[src/rtl/dm_pkg.sv]
// Shared definitions for the DM block-transfer engine: default widths,
// FSM state encoding and the transfer-mode constants.
package dm_pkg;

    localparam int AW_DEF = 8;
    localparam int DW_DEF = 8;

    localparam logic MODE_COPY = 1'b0;
    localparam logic MODE_FILL = 1'b1;

    typedef enum logic [2:0] {
        ST_IDLE   = 3'd0,
        ST_READ   = 3'd1,
        ST_WAIT   = 3'd2,
        ST_WRITE  = 3'd3,
        ST_FINISH = 3'd4
    } dm_state_t;

endpackage

[src/rtl/dm_copy_engine.sv]
// Block-transfer master for the DM data memory. Copies (read/wait/write per
// byte) or fills (one write per byte) an ascending, wrapping address range.
// All DM-facing outputs and the busy/done handshake come straight from flops;
// the next-cycle values are derived from the next FSM state.
module dm_copy_engine
    import dm_pkg::*;
#(
    parameter int AW         = AW_DEF,
    parameter int DW         = DW_DEF,
    parameter int RD_LATENCY = 1
) (
    input  logic          clk,
    input  logic          reset,
    input  logic          start,
    input  logic          mode,
    input  logic [AW-1:0] src_addr,
    input  logic [AW-1:0] dst_addr,
    input  logic [AW-1:0] length,
    input  logic [DW-1:0] fill_value,
    output logic          busy,
    output logic          done,
    output logic [AW-1:0] dm_address,
    output logic [DW-1:0] dm_write_data,
    output logic          dm_mem_write,
    output logic          dm_mem_read,
    input  logic [DW-1:0] dm_read_data
);

    dm_state_t     state_r, state_s;
    logic [AW-1:0] sp_r, sp_s;
    logic [AW-1:0] dp_r, dp_s;
    logic [AW-1:0] rem_r, rem_s;
    logic [1:0]    wcnt_r, wcnt_s;
    logic [DW-1:0] buf_r, buf_s;
    logic [DW-1:0] fill_r, fill_s;
    logic          mode_r, mode_s;

    logic          rd_s, wr_s, busy_s, done_s;
    logic [AW-1:0] addr_s;
    logic [DW-1:0] wdata_s;

    // Next-state, datapath updates and next-cycle DM/handshake outputs.
    always_comb begin
        state_s = state_r;
        sp_s    = sp_r;
        dp_s    = dp_r;
        rem_s   = rem_r;
        wcnt_s  = wcnt_r;
        buf_s   = buf_r;
        fill_s  = fill_r;
        mode_s  = mode_r;

        case (state_r)
            ST_IDLE: begin
                if (start) begin
                    mode_s = mode;
                    sp_s   = src_addr;
                    dp_s   = dst_addr;
                    rem_s  = length;
                    fill_s = fill_value;
                    if (length == {AW{1'b0}}) begin
                        state_s = ST_FINISH;
                    end else if (mode == MODE_FILL) begin
                        state_s = ST_WRITE;
                    end else begin
                        state_s = ST_READ;
                    end
                end else begin
                    state_s = ST_IDLE;
                end
            end
            ST_READ: begin
                wcnt_s  = 2'(RD_LATENCY);
                state_s = ST_WAIT;
            end
            ST_WAIT: begin
                // The read data is valid exactly on the last wait cycle.
                if (wcnt_r <= 2'd1) begin
                    buf_s   = dm_read_data;
                    wcnt_s  = 2'd0;
                    state_s = ST_WRITE;
                end else begin
                    wcnt_s  = wcnt_r - 2'd1;
                end
            end
            ST_WRITE: begin
                sp_s  = sp_r + AW'(1);
                dp_s  = dp_r + AW'(1);
                rem_s = rem_r - AW'(1);
                if (rem_r == AW'(1)) begin
                    state_s = ST_FINISH;
                end else if (mode_r == MODE_FILL) begin
                    state_s = ST_WRITE;
                end else begin
                    state_s = ST_READ;
                end
            end
            ST_FINISH: begin
                state_s = ST_IDLE;
            end
            default: begin
                state_s = ST_IDLE;
            end
        endcase

        // Outputs for the coming cycle follow the state being entered, so the
        // pointers used are the already-updated ones.
        rd_s   = (state_s == ST_READ);
        wr_s   = (state_s == ST_WRITE);
        done_s = (state_s == ST_FINISH);
        busy_s = (state_s == ST_READ) || (state_s == ST_WAIT) || (state_s == ST_WRITE);

        if (rd_s) begin
            addr_s = sp_s;
        end else if (wr_s) begin
            addr_s = dp_s;
        end else begin
            addr_s = dm_address;
        end

        if (wr_s) begin
            wdata_s = (mode_s == MODE_FILL) ? fill_s : buf_s;
        end else begin
            wdata_s = dm_write_data;
        end
    end

    // State, datapath and registered-output update; reset aborts immediately.
    always_ff @(posedge clk) begin
        if (reset) begin
            state_r       <= ST_IDLE;
            sp_r          <= {AW{1'b0}};
            dp_r          <= {AW{1'b0}};
            rem_r         <= {AW{1'b0}};
            wcnt_r        <= 2'd0;
            buf_r         <= {DW{1'b0}};
            fill_r        <= {DW{1'b0}};
            mode_r        <= MODE_COPY;
            busy          <= 1'b0;
            done          <= 1'b0;
            dm_mem_read   <= 1'b0;
            dm_mem_write  <= 1'b0;
            dm_address    <= {AW{1'b0}};
            dm_write_data <= {DW{1'b0}};
        end else begin
            state_r       <= state_s;
            sp_r          <= sp_s;
            dp_r          <= dp_s;
            rem_r         <= rem_s;
            wcnt_r        <= wcnt_s;
            buf_r         <= buf_s;
            fill_r        <= fill_s;
            mode_r        <= mode_s;
            busy          <= busy_s;
            done          <= done_s;
            dm_mem_read   <= rd_s;
            dm_mem_write  <= wr_s;
            dm_address    <= addr_s;
            dm_write_data <= wdata_s;
        end
    end

endmodule
[config.mk]
export PLATFORM = sky130hd
export DESIGN_NAME = dm_copy_engine
export DESIGN_NICKNAME = d
export VERILOG_FILES = /design/src/rtl/dm_pkg.sv /design/src/rtl/dm_copy_engine.sv
export SDC_FILE = /design/constraint.sdc
export NUM_CORES = 1
export LEC_CHECK = 0
export CORE_ASPECT_RATIO = 1.25
export CORE_UTILIZATION = 30
export CTS_CLUSTER_SIZE = 24
export DETAILED_ROUTE_END_ITERATION = 10
export RECOVER_POWER = 50
export SLEW_MARGIN = 20
export SYNTH_ARGS = -nofsm -noshare
export SYNTH_HDL_FRONTEND = slang
export SYNTH_SLANG_ARGS = --single-unit
[constraint.sdc]
create_clock -name clk -period 5.85 [get_ports clk]
set_clock_uncertainty 0.1 [all_clocks]
set_input_delay 1.4625 -clock clk [delete_from_list [all_inputs] [get_ports clk]]
set_output_delay 1.4625 -clock clk [all_outputs]
set_load 0.03 [all_outputs]
==> run metrics <==
status=finished, violations left; failing checks=capacitance limit, slew limit; final net count=447; relative slew slack=-100%; antenna violations before repair=0; Post-synth ARST share=0%; DRT iter0 DRCs=131; ratio of cells with drive above 1 in the final layout=8.17%; clock sinks=66; Final Max Tran Viols=69; GR Overflow Total=0; width of the die=92.5 µm; DRC viols=0; Critical Path Max Stage Delay=2.11 ns; Internal=0.00104 W; WL final=8480 µm; Avg WL per Cell=16.0 µm; Vias/cell=5.33; Core Area=9760 µm²; worst reg2reg path depth=5; worst hold path class=flop to flop; Final Cell Area=4130 µm²; setup_tns=0 ns; Final Hold Slack=0.373 ns; CTS tree=done; Final Util=42.3%; first-pass GRT wire length=14000 µm; max cap viols=1; GR Util All Layers=16.8%; Die H=115 µm; PD cells=360 nW/µm²; Die ar.=10700 µm²; final period utilization=74.1%; switch share=30.3%; Synth Area in XOR/XNOR=0%; Cell Count, Final, Fillers Out=530; leakage=1.62 nW; CP Data Arrival Time=4.43 ns; crit path max-delay cell type=clkbuf_1; Std-Cell Rows=40; worst skew pair latency=0.32 ns; clock root cell=clkbuf_16; Peak VDD IR=0.141 mV; Area Growth Syn to Fin=34.4%; synthesized-area fraction occupied by adder cells=1.63%; Syn Nets=388; RSZ-0062 raised after global routing=no; element type at the critical path start=input port; NetSw=0.000451 W; largest family of logic cells by synthesized area=compound AO/OA/AOI/OAI gates; critical path type=input port to flop; Hold Crit Depth=2; leading cell types by total area after synthesis=dfxtp_1 43%, mux2i_1 8.5%, nor2_1 5.5%; CP Cell Sequence=buf_2 -> clkbuf_1 -> nor2b_1 -> a221o_1; Yosys top cell area share=43.0%; number of global-route vias before repair=2888; Synth area leader=dfxtp_1; Synth Area in Simple Gates=20.2%; port bufs=63; final setup fails=0; Placed Cells=513; vias=2824; sequential power share=36.8%; post-synthesis cell area=3070 µm²; Max Fclk=0.231 GHz; H-tree depth=3; synthesized flop and latch total=66; clk slew on worst S/H paths=0.05 ns; Distinct cells, synth=49; Clock Path Buffers=2; Post-Syn Instances=340; drt pass-1 iters=5; placed cell area=3810 µm²; Antenna Cells=0; Worst-Margin Slew=3.01 ns; Resize count post-CTS=0; count of final hold-check violations=0; post-synthesis mux area share=8.92%; Clock Power Share=37.8%; Worst EP required=5.95 ns; Post-Syn Area per Cell=9.04 µm²; Period minus WS final=4.33 ns; Warnings, synthesis=0; Post-synth EDFFs=0; post-route ant nets=0; CTS Hold Bufs=0; CP Capture Type=flop; Initial Util=31.5%; Detailed Place HPWL=5790 µm; Seq/Total Area, Yosys=43.0%; crit path max fanout=68; Num CTS Buffers=9; Setup Fix Bufs, Post-CTS=0; compound-cell area share of the yosys netlist=21.7%; largest net degree at the start of global routing=69; top_reg_cell synth=dfxtp_1; routability cong.=0.793; combinational share of power=25.5%; # IOs=64
[registers in the layout (all words and copies together) (netlist names)]
register       count
rem_r              8
sp_r               8
dp_r               8
dm_mem_read        1
dm_mem_write       1
buf_r              8
wcnt_r             2
dm_address         8
fill_r             8
done               1
busy               1
mode_r             1
dm_write_data      8
state_r            3
[power by group through the flow]
stage	Clock (W)	Combinational (W)	Sequential, W
6_report	0.000562	0.000379	0.000547
5_1_grt	0.000595	0.000419	0.000554
4_1_cts	0.000573	0.000387	0.000548
3_5_place_dp	0	0.000384	0.000556
3_3_place_gp	0	0.000380	0.000554
2_1_floorplan	0	0.000225	0.000580
[metrics by stage]
stage | power, W | worst slack (ns)
3_3_place_gp | 0.000934 | 1.93
2_1_floorplan | 0.000805 | 2.70
3_5_place_dp | 0.000940 | 1.90
5_1_grt | 0.00157 | 1.28
4_1_cts | 0.00151 | 2.23
6_report | 0.00149 | 1.52
[per-layer routing]
metal,global-route usage [%],wire length [µm],vias to the layer above
met3,4.03,452,17
met4,9.27,193,0
li1,-,-,1388
met5,0,0,-
met2,27.7,4210,82
met1,20.2,3630,1337
[cell type report]
type                       count  area [µm²]
inverter                       9        33.8
timing repair buffer          70         682
sequential                    66        1320
clock buffer                  11         233
fill                         968        5630
tap                          126         158
clock inverter                 5        78.8
multi-input combinational    243        1620
[synth_stat cells (3+ instances only)]
master     count
ha_1           4
o21ai_0       15
buf_1          4
and3_1         7
nand2_1       13
a221o_1        5
nor2_1        45
a2111oi_0      3
mux2i_1       26
clkbuf_1       9
a32oi_1        6
nor4_1         3
nor3b_1        4
a221oi_1       7
buf_2          7
dfxtp_1       66
a21oi_1       32
nand3_1       16
inv_1          9
nor2b_1        3
o211ai_1       3
a22oi_1        4
nor3_1        10
[cell families after synthesis]
group                    Yosys count
AND/OR/NAND/NOR                  118
AO/OA/AOI/OAI                     94
flip-flops                        66
buffers and inverters             31
multiplexers                      27
adder cells (fa/ha/maj)            4
[worst paths after layout]
kind	slack [ns]	to	startpoint
worst max-delay path	1.52	dm_address[1]$_SDFFE_PP0P_	reset
worst min-delay path	0.37	dm_write_data[5]$_SDFFE_PP0P_	dm_write_data[5]$_SDFFE_PP0P_
worst min register to register	0.37	dm_write_data[5]$_SDFFE_PP0P_	dm_write_data[5]$_SDFFE_PP0P_
worst max register to register	3.19	dm_address[3]$_SDFFE_PP0P_	state_r[2]$_SDFF_PP0_
[worst max-delay path, delay by kind of cell]
kind            cells  cell delay [ns]
compound gates      1             0.43
buf+inv             2             2.18
simple gates        1             0.33
[layout by cell type (no fill, tap or decap), drive strengths merged, types with 4 or more instances in the layout]
cell / Yosys / layout
dfxtp: 66 / 66
nor2: 45 / 45
clkdlybuf4s50: 0 / 43
a21oi: 33 / 33
mux2i: 27 / 27
dlygate4sd3: 0 / 19
nand3: 16 / 16
o21ai: 15 / 15
nand2: 13 / 13
clkbuf: 9 / 12
nor3: 10 / 10
inv: 9 / 9
and3: 7 / 7
a221oi: 7 / 7
buf: 13 / 7
a32oi: 6 / 6
nor4: 6 / 6
a221o: 5 / 5
a211oi: 5 / 5
nor3b: 4 / 4
a22oi: 4 / 4
ha: 4 / 4
Note: power is estimated with default switching activity, not from simulation.
